[src/rtl/brick_field_engine.sv]
// Brick-breaker playfield: per-brick hit counters, raster-time ball/brick hit detection and game FSM.
// Optional macro BRICK_SCORE_EN adds a saturating 16-bit score counter; otherwise score is tied to 0.
module brick_field_engine #(
  parameter int unsigned ROWS       = 3,
  parameter int unsigned COLS       = 8,
  parameter int unsigned HIT_W      = 2,
  parameter int unsigned BLK_HSTART = 64,
  parameter int unsigned COL_SHIFT  = 6,
  parameter int unsigned BALL_R     = 5,
  parameter int unsigned BOTTOM     = 470,
  localparam int unsigned CNT_W     = $clog2(ROWS*COLS+1)
) (
  input  logic                 pxl_clk,
  input  logic                 reset,
  input  logic                 start,
  input  logic [1:0]           mode,
  input  logic [9:0]           hcount,
  input  logic [9:0]           vcount,
  input  logic [9:0]           ball_x,
  input  logic [9:0]           ball_y,
  input  logic                 vsync,
  input  logic                 drawing_player,
  input  logic [ROWS-1:0]      drawing_row,
  output logic [ROWS*COLS-1:0] brick_alive,
  output logic [CNT_W-1:0]     bricks_left,
  output logic                 h_collision,
  output logic                 v_collision,
  output logic                 win,
  output logic                 lose,
  output logic [15:0]          score
);

  localparam int unsigned NB    = ROWS * COLS;
  localparam int unsigned ROW_W = (ROWS > 1) ? $clog2(ROWS) : 1;
  localparam int unsigned COL_W = (COLS > 1) ? $clog2(COLS) : 1;
  localparam int unsigned IDX_W = (NB > 1) ? $clog2(NB) : 1;
  localparam int unsigned PAD_R = 3;

  typedef enum logic [1:0] {S_IDLE, S_PLAY, S_WIN, S_LOSE} state_e;

  state_e           state_q;
  logic [HIT_W-1:0] hits_q [NB];
  logic [CNT_W-1:0] left_q, load_cnt_c;
  logic             hcol_q, vcol_q, lock_q, win_q, lose_q, vs_q;

  logic [ROW_W-1:0]   row_c;
  logic               row_ok_c;
  logic [COL_W-1:0]   col_c;
  logic [IDX_W-1:0]   idx_c;
  logic signed [10:0] dv_c, dh_c;
  logic [10:0]        adv_c, adh_c;
  logic play_c, alive_c, v_hit_c, h_hit_c, brick_hit_c, last_hit_c;
  logic pad_hit_c, win_now_c, lose_now_c, vs_fall_c;

  function automatic logic [HIT_W-1:0] load_val(input logic [1:0] m, input int unsigned i);
    case (m)
      2'd0:    load_val = HIT_W'(1);
      2'd1:    load_val = (((i / COLS) % 2) == 0) ? HIT_W'(1) : '0;
      2'd2:    load_val = (i == 0) ? HIT_W'(1) : '0;
      default: load_val = '1;
    endcase
  endfunction

  always_comb begin
    case (mode)
      2'd0:    load_cnt_c = CNT_W'(NB);
      2'd1:    load_cnt_c = CNT_W'(((ROWS + 1) / 2) * COLS);
      2'd2:    load_cnt_c = CNT_W'(1);
      default: load_cnt_c = CNT_W'(NB);
    endcase
  end

  // Lowest set row bit addresses the brick row; the column wraps modulo COLS.
  always_comb begin
    row_c    = '0;
    row_ok_c = 1'b0;
    for (int r = ROWS - 1; r >= 0; r--) begin
      if (drawing_row[r]) begin
        row_c    = ROW_W'(r);
        row_ok_c = 1'b1;
      end
    end
  end

  assign col_c = COL_W'((hcount - 10'(BLK_HSTART)) >> COL_SHIFT);
  assign idx_c = IDX_W'(row_c * COLS + col_c);

  // Signed 11-bit distances keep a ball near a screen edge from wrapping around.
  assign dv_c  = $signed({1'b0, vcount}) - $signed({1'b0, ball_y});
  assign dh_c  = $signed({1'b0, hcount}) - $signed({1'b0, ball_x});
  assign adv_c = dv_c[10] ? $unsigned(-dv_c) : $unsigned(dv_c);
  assign adh_c = dh_c[10] ? $unsigned(-dh_c) : $unsigned(dh_c);

  assign play_c      = (state_q == S_PLAY);
  assign vs_fall_c   = vs_q & ~vsync;
  assign alive_c     = row_ok_c && (hits_q[idx_c] != '0);
  assign v_hit_c     = play_c && !vsync && alive_c && (hcount == ball_x) && (adv_c <= 11'(BALL_R));
  assign h_hit_c     = play_c && !vsync && alive_c && (vcount == ball_y) && (adh_c <= 11'(BALL_R));
  assign brick_hit_c = (v_hit_c || h_hit_c) && !lock_q;
  assign last_hit_c  = (hits_q[idx_c] == HIT_W'(1));
  assign win_now_c   = brick_hit_c && last_hit_c && (left_q == CNT_W'(1));
  assign pad_hit_c   = play_c && drawing_player && (hcount == ball_x) && (adv_c <= 11'(PAD_R));
  assign lose_now_c  = play_c && (ball_y >= 10'(BOTTOM)) && !win_now_c;

  always_ff @(posedge pxl_clk or posedge reset) begin
    if (reset) begin
      state_q <= S_IDLE;
      for (int i = 0; i < NB; i++) hits_q[i] <= '0;
      left_q  <= '0;
      hcol_q  <= 1'b0;
      vcol_q  <= 1'b0;
      lock_q  <= 1'b0;
      win_q   <= 1'b0;
      lose_q  <= 1'b0;
      vs_q    <= 1'b0;
    end else begin
      vs_q <= vsync;
      if (vs_fall_c) begin
        hcol_q <= 1'b0;
        vcol_q <= 1'b0;
        lock_q <= 1'b0;
      end
      if (start) begin
        state_q <= S_PLAY;
        for (int i = 0; i < NB; i++) hits_q[i] <= load_val(mode, i);
        left_q  <= load_cnt_c;
        win_q   <= 1'b0;
        lose_q  <= 1'b0;
      end else begin
        if (brick_hit_c) begin
          hits_q[idx_c] <= hits_q[idx_c] - HIT_W'(1);
          lock_q        <= 1'b1;
          if (v_hit_c) vcol_q <= 1'b1;
          else         hcol_q <= 1'b1;
          if (last_hit_c) left_q <= left_q - CNT_W'(1);
        end
        if (pad_hit_c) vcol_q <= 1'b1;
        if (win_now_c) begin
          win_q   <= 1'b1;
          state_q <= S_WIN;
        end else if (lose_now_c) begin
          lose_q  <= 1'b1;
          state_q <= S_LOSE;
        end
      end
    end
  end

  always_comb begin
    brick_alive = '0;
    for (int i = 0; i < NB; i++) brick_alive[i] = |hits_q[i];
  end

  assign bricks_left = left_q;
  assign h_collision = hcol_q;
  assign v_collision = vcol_q;
  assign win         = win_q;
  assign lose        = lose_q;

`ifdef BRICK_SCORE_EN
  logic [15:0] score_q, score_d;
  logic [16:0] score_sum;

  // +1 per processed hit, +10 more when that hit clears the brick; saturates.
  always_comb begin
    score_sum = {1'b0, score_q};
    if (brick_hit_c) score_sum = score_sum + (last_hit_c ? 17'd11 : 17'd1);
    score_d = score_sum[16] ? 16'hFFFF : score_sum[15:0];
  end

  always_ff @(posedge pxl_clk or posedge reset) begin
    if (reset)      score_q <= '0;
    else if (start) score_q <= '0;
    else            score_q <= score_d;
  end

  assign score = score_q;
`else
  assign score = 16'd0;
`endif

endmodule

[config.mk]
export PLATFORM = sky130hd
export DESIGN_NAME = brick_field_engine
export DESIGN_NICKNAME = d
export VERILOG_FILES = /design/src/rtl/brick_field_engine.sv
export SDC_FILE = /design/constraint.sdc
export NUM_CORES = 1
export LEC_CHECK = 0
export ABC_AREA = 1
export CORE_MARGIN = 3
export CORE_UTILIZATION = 28
export DETAILED_ROUTE_END_ITERATION = 6
export SLEW_MARGIN = 25
export SYNTH_ARGS = -nofsm -noshare
export SYNTH_HDL_FRONTEND = slang
export SYNTH_SLANG_ARGS = --single-unit
[constraint.sdc]
create_clock -name pxl_clk -period 7.8 [get_ports pxl_clk]
set_input_delay 1.95 -clock pxl_clk [delete_from_list [all_inputs] [get_ports pxl_clk]]
set_output_delay 1.95 -clock pxl_clk [all_outputs]
set_load 0.02 [all_outputs]
# Word-level counts from Yosys, hierarchy flattened
# Cells that the tools add are included.
totals:
  register_bits: 61
  inputBits: 50
  output_inout_bits: 49
  word_cells: 156
classes:
  addsub: 8
  n_lt_le_gt_ge: 6
  eq_ne: 8
  muxes: 43
  bitwise: 3
  reduce_logical: 56
ops:
  columns: ["op", "n"]
  rows:
  - ["$mux 48", 2]
  - ["$reduce_or 2->1", 26]
  - ["$bwmux 48", 1]
  - ["$le 11x3->1 const B", 2]
  - ["$mux 11", 2]
  - ["$neg 11->11", 2]
  - ["$sub 10x10->11", 2]
  - ["$eq 10x10->1", 2]
  - ["$mux 1", 20]
  - ["$mux 2", 10]
  - ["$logic_and 1x1->1", 16]
  - ["$mux 5", 3]
  - ["$le 11x2->1 const B", 1]
  - ["$bmux 2 s5", 1]
  - ["$demux 2 s5", 1]
  - ["$ge 10x9->1 const B", 1]
  - ["$pmux 5 s2", 1]
  - ["$reduce_bool 2->1", 5]
  - ["$sub 9x7->9 const B", 1]
  - ["$pmux 2 s2", 2]
  - ["$eq 2x1->1 const B", 3]
  - ["$ge 6x6->1 const B", 1]
  - ["$lt 6x1->1 const B", 1]
  - ["$not 5->6", 1]
  - ["other kinds (14)", 17]

# Logic depth before layout (Yosys ltp)
# Gate-level depths: netlist of run 1.
logic_depth:
  word_depth: 22
  ltp_mapped: 27

# Worst setup path after synthesis of run 1
# Ideal clock, no wire load.
synth_path:
  kind: "input to register"
  from: "in hcount[6]"
  to: "reg hits_q[16] (netlist name)"
  arrival_time_ns: 5.749
  slack_ns: 1.986
  path_stages: 27
  n_path_buf: 4
  cell_sequence: "inv_1 clkbuf_1 clkbuf_1 ha_1 xnor2_2 inv_2 nor2_2 clkinv_1 a21oi_1 or2_1 inv_1 nand2_1 buf_2 inv_1 ha_1 nor4_1 nand2_1 a21oi_1 nand2_1 nor2_1 nand4_2 nand2_4 buf_8 nand3_2 nand2_1 nand2_1 nand2_1"
synth_via:
  elab_chain_len: 14
  word_cells_on_any_way: 30
synth_lines:
  columns: ["element", "line", "rtl"]
  rows:
  - ["from (decl)", "17", "input logic [9:0] hcount,"]
  - ["parallel branches: the longest is 14 deep, another holds $sub 9x7->9", null, null]
  - ["to (signal, indexed assignment)", "131", "hits_q[idx_c] <= hits_q[idx_c] - HIT_W'(1);"]
  - ["to (decl)", "42", "logic [HIT_W-1:0] hits_q [NB];"]
# Several ways; the timed one is not identified. The select of a mux whose other input is x is not followed.
# A chain may end at the register's enable or synchronous reset.

# Worst setup path after layout of run 1
layout_path:
  from: "in hcount[6]"
  to: "reg left_q[2], in the netlist bricks_left[2]"
layout_via:
  elab_chain_len: 15
  word_cells_on_any_way: 24
layout_lines:
  columns: ["element", "line", "rtl"]
  rows:
  - ["$sub 9x7->9", "85", "assign col_c = COL_W'((hcount - 10'(BLK_HSTART)) >> COL_SHIFT);"]
  - ["$add 5x3->5", "86", "assign idx_c = IDX_W'(row_c * COLS + col_c);"]
  - ["$not 5->6 (not written as such)", "96, 100", null]
  - ["$bmux 2 s5", "96, 100", null]
  - ["$mux 2 (not written as such) (2 in series)", "96, 100", null]
  - ["$reduce_bool 2->1", "96", "assign alive_c = row_ok_c && (hits_q[idx_c] != '0);"]
  - ["$logic_and 1x1->1", "96", null]
  - ["$logic_and 1x1->1", "97, 98", null]
  - ["$logic_and 1x1->1 (on tied branches) (2 in series)", "97, 98", null]
  - ["$logic_or 1x1->1", "99", "assign brick_hit_c = (v_hit_c || h_hit_c) && !lock_q;"]
  - ["$logic_and 1x1->1", "99", null]
  - ["$reduce_bool 2->1 (no source line)", null, null]
  - ["$reduce_and 2->1 (no source line) *", null, null]
  - ["to (signal assigned)", "126", "left_q <= load_cnt_c;"]
  - ["to (signal assigned)", "135", "if (last_hit_c) left_q <= left_q - CNT_W'(1);"]
  - ["to (decl)", "43", "logic [CNT_W-1:0] left_q, load_cnt_c;"]
# Mark *: on every way between the ends. The rest lies on a longest branch, timed or not. The select of a mux whose other input is x is not followed.

==> results by stage, run 1 <==
Critical path:
- The dominant delay contributor by cell family on the critical path is simple AND/OR/NAND/NOR gates.
- The highest net fanout along the worst path is 28.
- STA classifies the critical path endpoint as a register.
- At the worst endpoint, the arrival time is ~6600 ps.
- The critical register-to-register path startpoint is hits_q[43]$_DFFE_PP0P_.
- The worst setup path is launched from an input pin.
- The critical path contains buffers and inverters numbering 7 combined.
- The most prevalent standard cell on the critical path is sky130_fd_sc_hd__nand2_1.
- STA puts the critical path data required time at 8080 ps.
- The largest individual stage delay along the critical path comes from the cell sky130_fd_sc_hd__clkdlybuf4s50_1.
- The worst setup path is of the input pin to register kind.
- The delay of the slowest critical-path stage is 450 ps.
- The start point of the critical path is hcount[6].

STA:
- Final hold analysis gives a worst-case slack of 475 ps.
- Between clock sinks in the finished design, the worst skew comes to between 7 and 8 ps.
- The count of final hold-check violations is 0.
- Setup violations remaining at the end of the flow were counted as 0.
- Subtracting the final worst setup slack from the clock period gives 6290 ps.
- For the final routed database, the setup TNS stands at 0 ps.
- Measured against its own limit, the worst slew margin works out to a little over two fifths.
- Setup repair after global routing left no endpoint under its margin.
- The fmax is ~160 MHz.
- At the pin with the least slew margin, the transition time is 863 ps.
- The max-slew violation count is 0.
- Of the available clock period, the critical path in the final layout requires 80.6%.

Power and ir drop:
- The completed layout was analyzed and its total power is 1.19 mW.
- The cell leakage power is 3.67 nW.
- VDD sags by at most 0.000123 V.
- Power spread over the standard cell area amounts to 161 nW/um^2.

Place:
- The quantity of I/O buffers inserted on ports is roughly 80.
- Routability-driven placement finished with a final weighted congestion of 0.848.
- Counting tap cells, the placed design contains a total of 1265 instances.
- The half-perimeter wire length after detailed placement is 13100 um.
- Once placement finished, the instance area stood at 7080 um^2.

Clock network:
- The number of sinks driven by the clock tree is 61.
- The clock tree from TritonCTS is done.
- The maximum number of buffers from clock root to sink is 2.
- After clock tree synthesis, the clock-pin slew on the worst setup and hold paths is 50 ps.
- The clock insertion delay at the later pin of the skew report is 340 ps.
- The buffer cell driving the clock tree root is sky130_fd_sc_hd__clkbuf_16.
- Buffers inserted during clock tree synthesis total 9.
- The number of gates resized after cts is 0.
- Once the clock tree was built, the setup fixing pass inserted 0 buffers.
- The number of hold buffers added after CTS was 0.
- The number of levels in the clock H-tree is 3.

Final layout:
- The post-route netlist has 9.76% of its cells at a drive strength greater than 1.
- The number of inserted filler cells in the final layout is 2288.
- The register area is approximately 1500 um^2.
- The area growth from synthesis to layout is 20.7%.
- The final layout net count is ~1100.
- Excluding fillers, the count of instances in the completed layout stands at 1279.
- 0 antenna diodes ended up in the layout.
- The combined area of the multi-input logic cells is roughly 3800 um^2.
- The summed area of non-filler cells in the final layout is 7350 um^2.

Logic synthesis:
- A synthesized cell averages 6.52 um^2.
- The synthesized design contains between 60 and 70 register bits.
- The fraction of the yosys area taken by sequential cells is between 20 and 30%.
- The synthesized design contains 0 enable-type register cells.
- The area fraction of the dominant cell type after synthesis is between 20% and 30%.
- The commonest cells after synthesis are 278 x sky130_fd_sc_hd__nand2_1, 126 x sky130_fd_sc_hd__inv_1, 89 x sky130_fd_sc_hd__nand3_1, 61 x sky130_fd_sc_hd__dfrtp_1, 52 x sky130_fd_sc_hd__o21ai_0.
- Yosys printed 0 warnings.
- The most common cell in the synthesized netlist is sky130_fd_sc_hd__nand2_1.
- The count of mapped cells out of synthesis is 934.
- The top cell type by total area after synthesis is sky130_fd_sc_hd__dfrtp_1.
- The most used flip-flop cell after synthesis is sky130_fd_sc_hd__dfrtp_1.
- Sorting the synthesized cells by area gives the leading types as sky130_fd_sc_hd__dfrtp_1 25%, sky130_fd_sc_hd__nand2_1 17%, sky130_fd_sc_hd__inv_1 7.8%.
- For this run, asynchronously set or reset flops after synthesis account for 100%.
- In this run, distinct cell masters in the synthesized netlist total 46.
- The synthesized area is 6090 um^2.

Die:
- The die boundary height is 153 um.
- The die covers around 24000 um^2.
- The initial utilization of the core area, before any placement, comes to 28.7%.
- The floorplan step set the die width to 153 um.
- The total core area is ~21000 um^2.
- The number of top-level design ports is 99.
- The floorplan has 53 rows.

Global route:
- The first global-routing pass estimated 29100 um of wire.
- The remaining global-route overflow is 0.
- The combined global-route utilization of all metal layers is 15.1%.
- The via count of the first global-routing pass is roughly 5800.
- The number of antenna violations at the first check in global routing is 0.
- The pin count of the biggest net entering global routing is 82.

Drt:
- The per-cell routed wire length is approximately 14 um.
- For this run, design rule violations remaining after detail routing come to 0.
- The wire length after detailed routing is around 17000 um.
- The number of detailed-routing iterations run before antenna repair is 5.
- The number of vias after detailed routing is 6099.
- The remaining antenna violation count after routing is 0.
- The first routing iteration left 473 violations.
- After detailed routing, the number of vias per cell comes to 4.77.

Outcome:
- The run finished with clean final reports.

Worst hold path:
- In this run the worst hold path is classified as register to register.
- In this run the most critical hold path is launched from state_q[0]$_DFFE_PP0P_.

Run:
- The total of max-cap violations is 0.
## state kept, by name, indices dropped and copies added (netlist names)
register	flops
win	1
lose	1
hits_q	48
state_q	2
bricks_left	5
lock_q	1
vs_q	1
h_collision	1
v_collision	1
## layout make-up
class	count	area share [%]
tap	275	4.68
multi-input combinational	703	52.1
clock inverter	2	0.136
inverter	138	7.05
timing repair buffer	88	11.8
clock buffer	12	3.49
sequential	61	20.8
## path summary, 6_finish.rpt
path / cells past startpoint / slack [ps] / to
min in group asynchronous: 3 / 2170 / h_collision$_DFF_PP0_
max reg2reg: 19 / 4600 / bricks_left[2]$_DFFE_PP0P_
min reg2reg: 2 / 480 / state_q[0]$_DFFE_PP0P_
max in group asynchronous: 3 / 5110 / hits_q[45]$_DFFE_PP0P_
min: 2 / 480 / state_q[0]$_DFFE_PP0P_
max: 25 / 1510 / bricks_left[2]$_DFFE_PP0P_
## worst min-delay path, delay by kind of cell, from the launching register on
family / cells / cell delay, ps
flip-flops: 1 / 340
AND/OR/NAND/NOR: 2 / 110
## stage by stage
| stage | worst slack (ps) | utilization, % |
|---|---|---|
| floorplan | 1990 | - |
| global placement | 1260 | 33.4 |
| detailed placement | 1220 | 33.4 |
| CTS | 1570 | 34.6 |
| global route | 1010 | 34.6 |
| finish | 1510 | 34.6 |
## logic make-up after synthesis
| family | Yosys count | synth area share [%] |
|---|---|---|
| AND/OR/NAND/NOR | 497 | 38.4 |
| buffers and inverters | 185 | 13.0 |
| AO/OA/AOI/OAI | 141 | 13.6 |
| flip-flops | 61 | 25.1 |
| adder cells (fa/ha/maj) | 36 | 7.64 |
| XOR/XNOR | 13 | 2.12 |
| other | 1 | 0.0616 |
## per-layer routing
metal | wire length [um] | vias to the layer above | GRT usage, %
met5 | 0 | - | 0
met4 | 478 | 0 | 5.21
met3 | 963 | 25 | 2.35
met2 | 7780 | 205 | 24.0
met1 | 8190 | 2743 | 20.8
li1 | - | 3126 | -
## cell usage in the layout (no fill, tap or decap), types with 2 or more instances in the layout
cell / count
sky130_fd_sc_hd__nand2_1: 278
sky130_fd_sc_hd__inv_1: 125
sky130_fd_sc_hd__nand3_1: 89
sky130_fd_sc_hd__clkdlybuf4s50_1: 82
sky130_fd_sc_hd__dfrtp_1: 61
sky130_fd_sc_hd__o21ai_0: 52
sky130_fd_sc_hd__nor2_1: 48
sky130_fd_sc_hd__a21oi_1: 45
sky130_fd_sc_hd__ha_1: 34
sky130_fd_sc_hd__o31ai_1: 26
sky130_fd_sc_hd__nand3_2: 24
sky130_fd_sc_hd__conb_1: 16
sky130_fd_sc_hd__or2_2: 14
sky130_fd_sc_hd__inv_2: 11
sky130_fd_sc_hd__clkbuf_16: 9
sky130_fd_sc_hd__nand2_2: 8
sky130_fd_sc_hd__nor2_2: 8
sky130_fd_sc_hd__nand4_1: 8
sky130_fd_sc_hd__o41ai_1: 8
sky130_fd_sc_hd__xor2_1: 7
sky130_fd_sc_hd__buf_4: 6
sky130_fd_sc_hd__nor3_1: 5
sky130_fd_sc_hd__o21bai_1: 4
sky130_fd_sc_hd__xnor2_1: 4
sky130_fd_sc_hd__nand2_4: 3
sky130_fd_sc_hd__nor2_4: 3
sky130_fd_sc_hd__nand4_2: 2
sky130_fd_sc_hd__a31oi_1: 2
sky130_fd_sc_hd__or2_1: 2
sky130_fd_sc_hd__clkinv_1: 2
sky130_fd_sc_hd__fa_1: 2
sky130_fd_sc_hd__clkinv_2: 2
sky130_fd_sc_hd__clkbuf_8: 2
## where the power goes
group	internal, mW	leakage (nW)	switching (mW)
clock network	0.227	0.134	0.141
logic	0.170	2.75	0.283
registers	0.344	0.791	0.0213
total	0.741	3.67	0.444
Power figures use the tool's default switching activity.
==> inputs of run 2 (changes only) <==
==> constraint.sdc (replaced) <==
create_clock -name pxl_clk -period 5.12 [get_ports pxl_clk]
set_input_delay 1.28 -clock pxl_clk [delete_from_list [all_inputs] [get_ports pxl_clk]]
set_output_delay 1.28 -clock pxl_clk [all_outputs]
set_load 0.02 [all_outputs]
==> run 2 against run 1 <==
Against the previous run: total power up 54%; setup slack got worse by 1100 ps; non-clock buffer count is 15 higher; critical path depth stayed put; register-to-register slack worse by 2500 ps; global-route usage up 0.25 points; core utilization up 0.62 points; sequential power is 52% higher; via count up 1.7%; count of clock-buffer cells in the layout up 2; critical path type unchanged; largest cell class unchanged.
==> results by stage, run 2 (synthesis gave the netlist of run 1 again) <==
Clock network:
- The number of sinks driven by the clock tree is 61 (unchanged).
- The total clock buffers created by CTS is 9 (unchanged).
- The maximum number of buffers from clock root to sink is 2 (unchanged).
- The number of buffers inserted to repair setup after CTS is 0 (unchanged).
- The clock transition at the register clock pins on the worst setup and hold paths after CTS is 50 ps (about the same).
- The count of hold-fix buffers inserted at cts is 0 (unchanged).
- The number of levels in the clock H-tree is 3 (unchanged).
- The clock insertion delay at the later pin of the skew report came to 340 ps (about the same).
- The tree is rooted in a sky130_fd_sc_hd__clkbuf_16.
- TritonCTS built the clock tree.

Global route:
- The via count of the first global-routing pass is 6062 (+5.4%).
- The remaining global-route overflow came to 0 (unchanged).
- The number of antenna violations at the first check in global routing is 0 (unchanged).
- The combined global-route utilization of all metal layers is 15.3% (+0.25 points).
- The pin count of the biggest net entering global routing came to 44 (-46%).
- The global-route wire length before repair is 29800 um (+2.2%).

Final layout:
- The area growth from synthesis to layout is 22.8%.
- The library cell used most frequently in the layout, excluding fill and tap cells, is sky130_fd_sc_hd__nand2_1.
- The core utilization of the finished layout is 35.2% (+0.62 points).
- The number of antenna diodes is 0 (unchanged).
- The fraction of final layout cells sized beyond drive strength 1 is 11.2% (+1.4 points).
- The final layout net count is 1102 (+1.4%).
- In the layout the commonest cells are 278 x sky130_fd_sc_hd__nand2_1, 125 x sky130_fd_sc_hd__inv_1, 89 x sky130_fd_sc_hd__nand3_1.
- The number of flip-flops under the largest register name is 48 (unchanged).
- The register containing the most flip-flops in the final layout is hits_q.
- The number of inserted filler cells in the final layout is 2282 (-0.26%).

Die:
- The floorplan row count is 53 (unchanged).
- The total core area is 21200 um^2 (unchanged).
- The total die area is 23600 um^2 (unchanged).
- The overall die width is 153 um (unchanged).
- The die boundary height came to 153 um (unchanged).
- The starting utilization of the core area is 28.7% (unchanged).
- The number of top-level design ports is 99 (unchanged).

STA:
- The post-layout minimum cycle time is around 4700 ps.
- Of the available clock period, the critical path in the final layout requires 92.7%.
- The slew of the pin with the lowest slew margin came to 920 ps (+57.3 ps).
- The relative max-transition margin is 38.5% (-3.8 points).
- The final clock skew is 8.09 ps (+0.122 ps).
- The max-slew violation count is 0 (unchanged).
- The fmax is approximately 210 MHz.
- Setup repair after global routing left no endpoint under its margin.
- The accumulated negative setup slack is 0 ps (unchanged).
- The number of endpoints failing setup at the final stage is 0 (unchanged).
- The count of final hold-check violations is 0 (unchanged).

Place:
- The weighted congestion at the end of routability-driven global placement is 0.868 (+2.3%).
- The half-perimeter wire length after detailed placement is 13600 um (+3.7%).
- The quantity of I/O buffers inserted on ports is 82 (unchanged).

Drt:
- The remaining antenna violation count after routing was 0 (unchanged).
- The per-cell routed wire length is 13.9 um (+2.1%).
- The DRC marker count from the first detailed-route iteration came to 397 (-16%).
- The per-cell via count in the routed design is 4.79 (+0.46%).
- The number of detailed-routing iterations run before antenna repair is 5 (unchanged).
- The number of vias after detailed routing is 6204 (+1.7%).
- The post-route DRC violation count is 0 (unchanged).
- The wire length after detailed routing is 18000 um (+3.3%).

Worst hold path:
- The path class of the lowest-slack min-delay path is register to register.

Critical path:
- The highest net fanout along the worst path was 15 (-46%).
- The critical path is of the input pin to register type.
- The arrival time of the worst setup path is 5010 ps (-1560 ps).
- The required arrival time at the worst endpoint was 5390 ps (-2690 ps).
- The startpoint class of the critical path is an input pin.
- The count of buffer and inverter cells on the critical path was 7 (unchanged).
- STA classifies the critical path endpoint as a register.
- Among cell families on the critical path, the largest total delay comes from simple AND/OR/NAND/NOR gates.
- The delay of the slowest critical-path stage is 530 ps (+80 ps).
- The most prevalent standard cell on the critical path is sky130_fd_sc_hd__nand2_1.
- The cell with the largest stage delay on the worst path is sky130_fd_sc_hd__clkdlybuf4s50_1.

Power and ir drop:
- The cell leakage power came to 3.75 nW (+2.2%).
- The highest ir drop seen on vdd is 0.000164 V (+34%).
- The total power density per cell area is 245 nW/um^2 (+52%).

Outcome:
- The flow ran to the end, and the final reports show no timing, DRC or antenna violations.

Run:
- The total of max-cap violations came to 0 (unchanged).
## run 2: cell types whose count changed in the layout (fill, tap and decap cells not counted), sizes merged
| cell | change |
|---|---|
| buf | +15 |
| clkbuf | +2 |
| clkinv | -1 |
## run 2: per-layer routing
layer,global-route usage (%),vias up,wire length [um]
met1,20.2,2848,8250
li1,-,3146,-
met3,2.58,24,1020
met5,0,-,0
met4,3.91,0,314
met2,26.1,186,8400
## run 2: stage by stage
step                hold slack, ps  total power, mW  setup WS [ps]  instance area (um^2)  instances
finish                         479             1.83            374                  7480       1295
global route                   506             1.95          0.567                  7480       1295
floorplan                      442             1.04           83.9                  6150        949
CTS                            487             1.84            291                  7470       1295
global placement               457             1.26           59.0                  7190       1280
detailed placement             475             1.26           4.14                  7190       1280
## run 2: power by group
part	internal [mW]	leakage [nW]	switching [mW]
Clock	0.363	0.139	0.209
Sequential	0.524	0.791	0.0326
Combinational	0.266	2.82	0.436
Total	1.15	3.75	0.678
## run 2: path summary, 6_finish.rpt
path                                         from                      to  slack (ps)  cells past startpoint
hold / removal                   lock_q$_DFF_PP0_        lock_q$_DFF_PP0_         480                      1
min in group asynchronous                   reset  state_q[1]$_DFFE_PP0P_        1450                      2
setup / recovery                        hcount[6]   hits_q[1]$_DFFE_PP0P_         370                     25
hold reg to reg                  lock_q$_DFF_PP0_        lock_q$_DFF_PP0_         480                      1
setup reg to reg           hits_q[43]$_DFFE_PP0P_   hits_q[1]$_DFFE_PP0P_        2100                     20
max in group asynchronous                   reset  hits_q[45]$_DFFE_PP0P_        2840                      3
## run 2: layout make-up
type	count	area, um^2	area share, %
Clock inverter	1	5.00	0.0669
Multi-Input combinational cell	703	3830	51.2
Clock buffer	14	274	3.66
Timing Repair Buffer	103	978	13.1
Sequential cell	61	1530	20.4
Tap cell	275	344	4.60
Inverter	138	518	6.93
## run 2: timing repair
item / CTS / global route
setup endpoints to repair: 0 / 36
hold endpoints to repair: 0 / 0
gates resized for setup: 0 / 1
## run 2: worst reg2reg max path, stage by stage (launching register included)
cell and delay [ps]:
sky130_fd_sc_hd__dfrtp_1 360, sky130_fd_sc_hd__inv_1 60, sky130_fd_sc_hd__a21oi_1 110, sky130_fd_sc_hd__o21ai_0 110, sky130_fd_sc_hd__nand3_1 150, sky130_fd_sc_hd__nand3_1 90
sky130_fd_sc_hd__a31oi_1 170, sky130_fd_sc_hd__nor3_1 90, sky130_fd_sc_hd__ha_1 210, sky130_fd_sc_hd__nor4_2 300, sky130_fd_sc_hd__nand2_1 90, sky130_fd_sc_hd__a21oi_1 120
sky130_fd_sc_hd__nand2_1 60, sky130_fd_sc_hd__nor2_1 120, sky130_fd_sc_hd__nand4_2 140, sky130_fd_sc_hd__nand2_4 220, sky130_fd_sc_hd__buf_4 200, sky130_fd_sc_hd__nand3_2 90
sky130_fd_sc_hd__nand2_1 130, sky130_fd_sc_hd__nand2_1 80, sky130_fd_sc_hd__nand2_1 70
==> inputs of run 3 (changes only) <==
--- a/config.mk
+++ b/config.mk
@@ -8,6 +8,7 @@
 export ABC_AREA = 1
 export CORE_MARGIN = 3
 export CORE_UTILIZATION = 28
+export CTS_CLUSTER_DIAMETER = 40
 export DETAILED_ROUTE_END_ITERATION = 6
 export SLEW_MARGIN = 25
 export SYNTH_ARGS = -nofsm -noshare
==> results of run 3 <==
The final DEF is identical to that of run 2; final timing and power are the same.
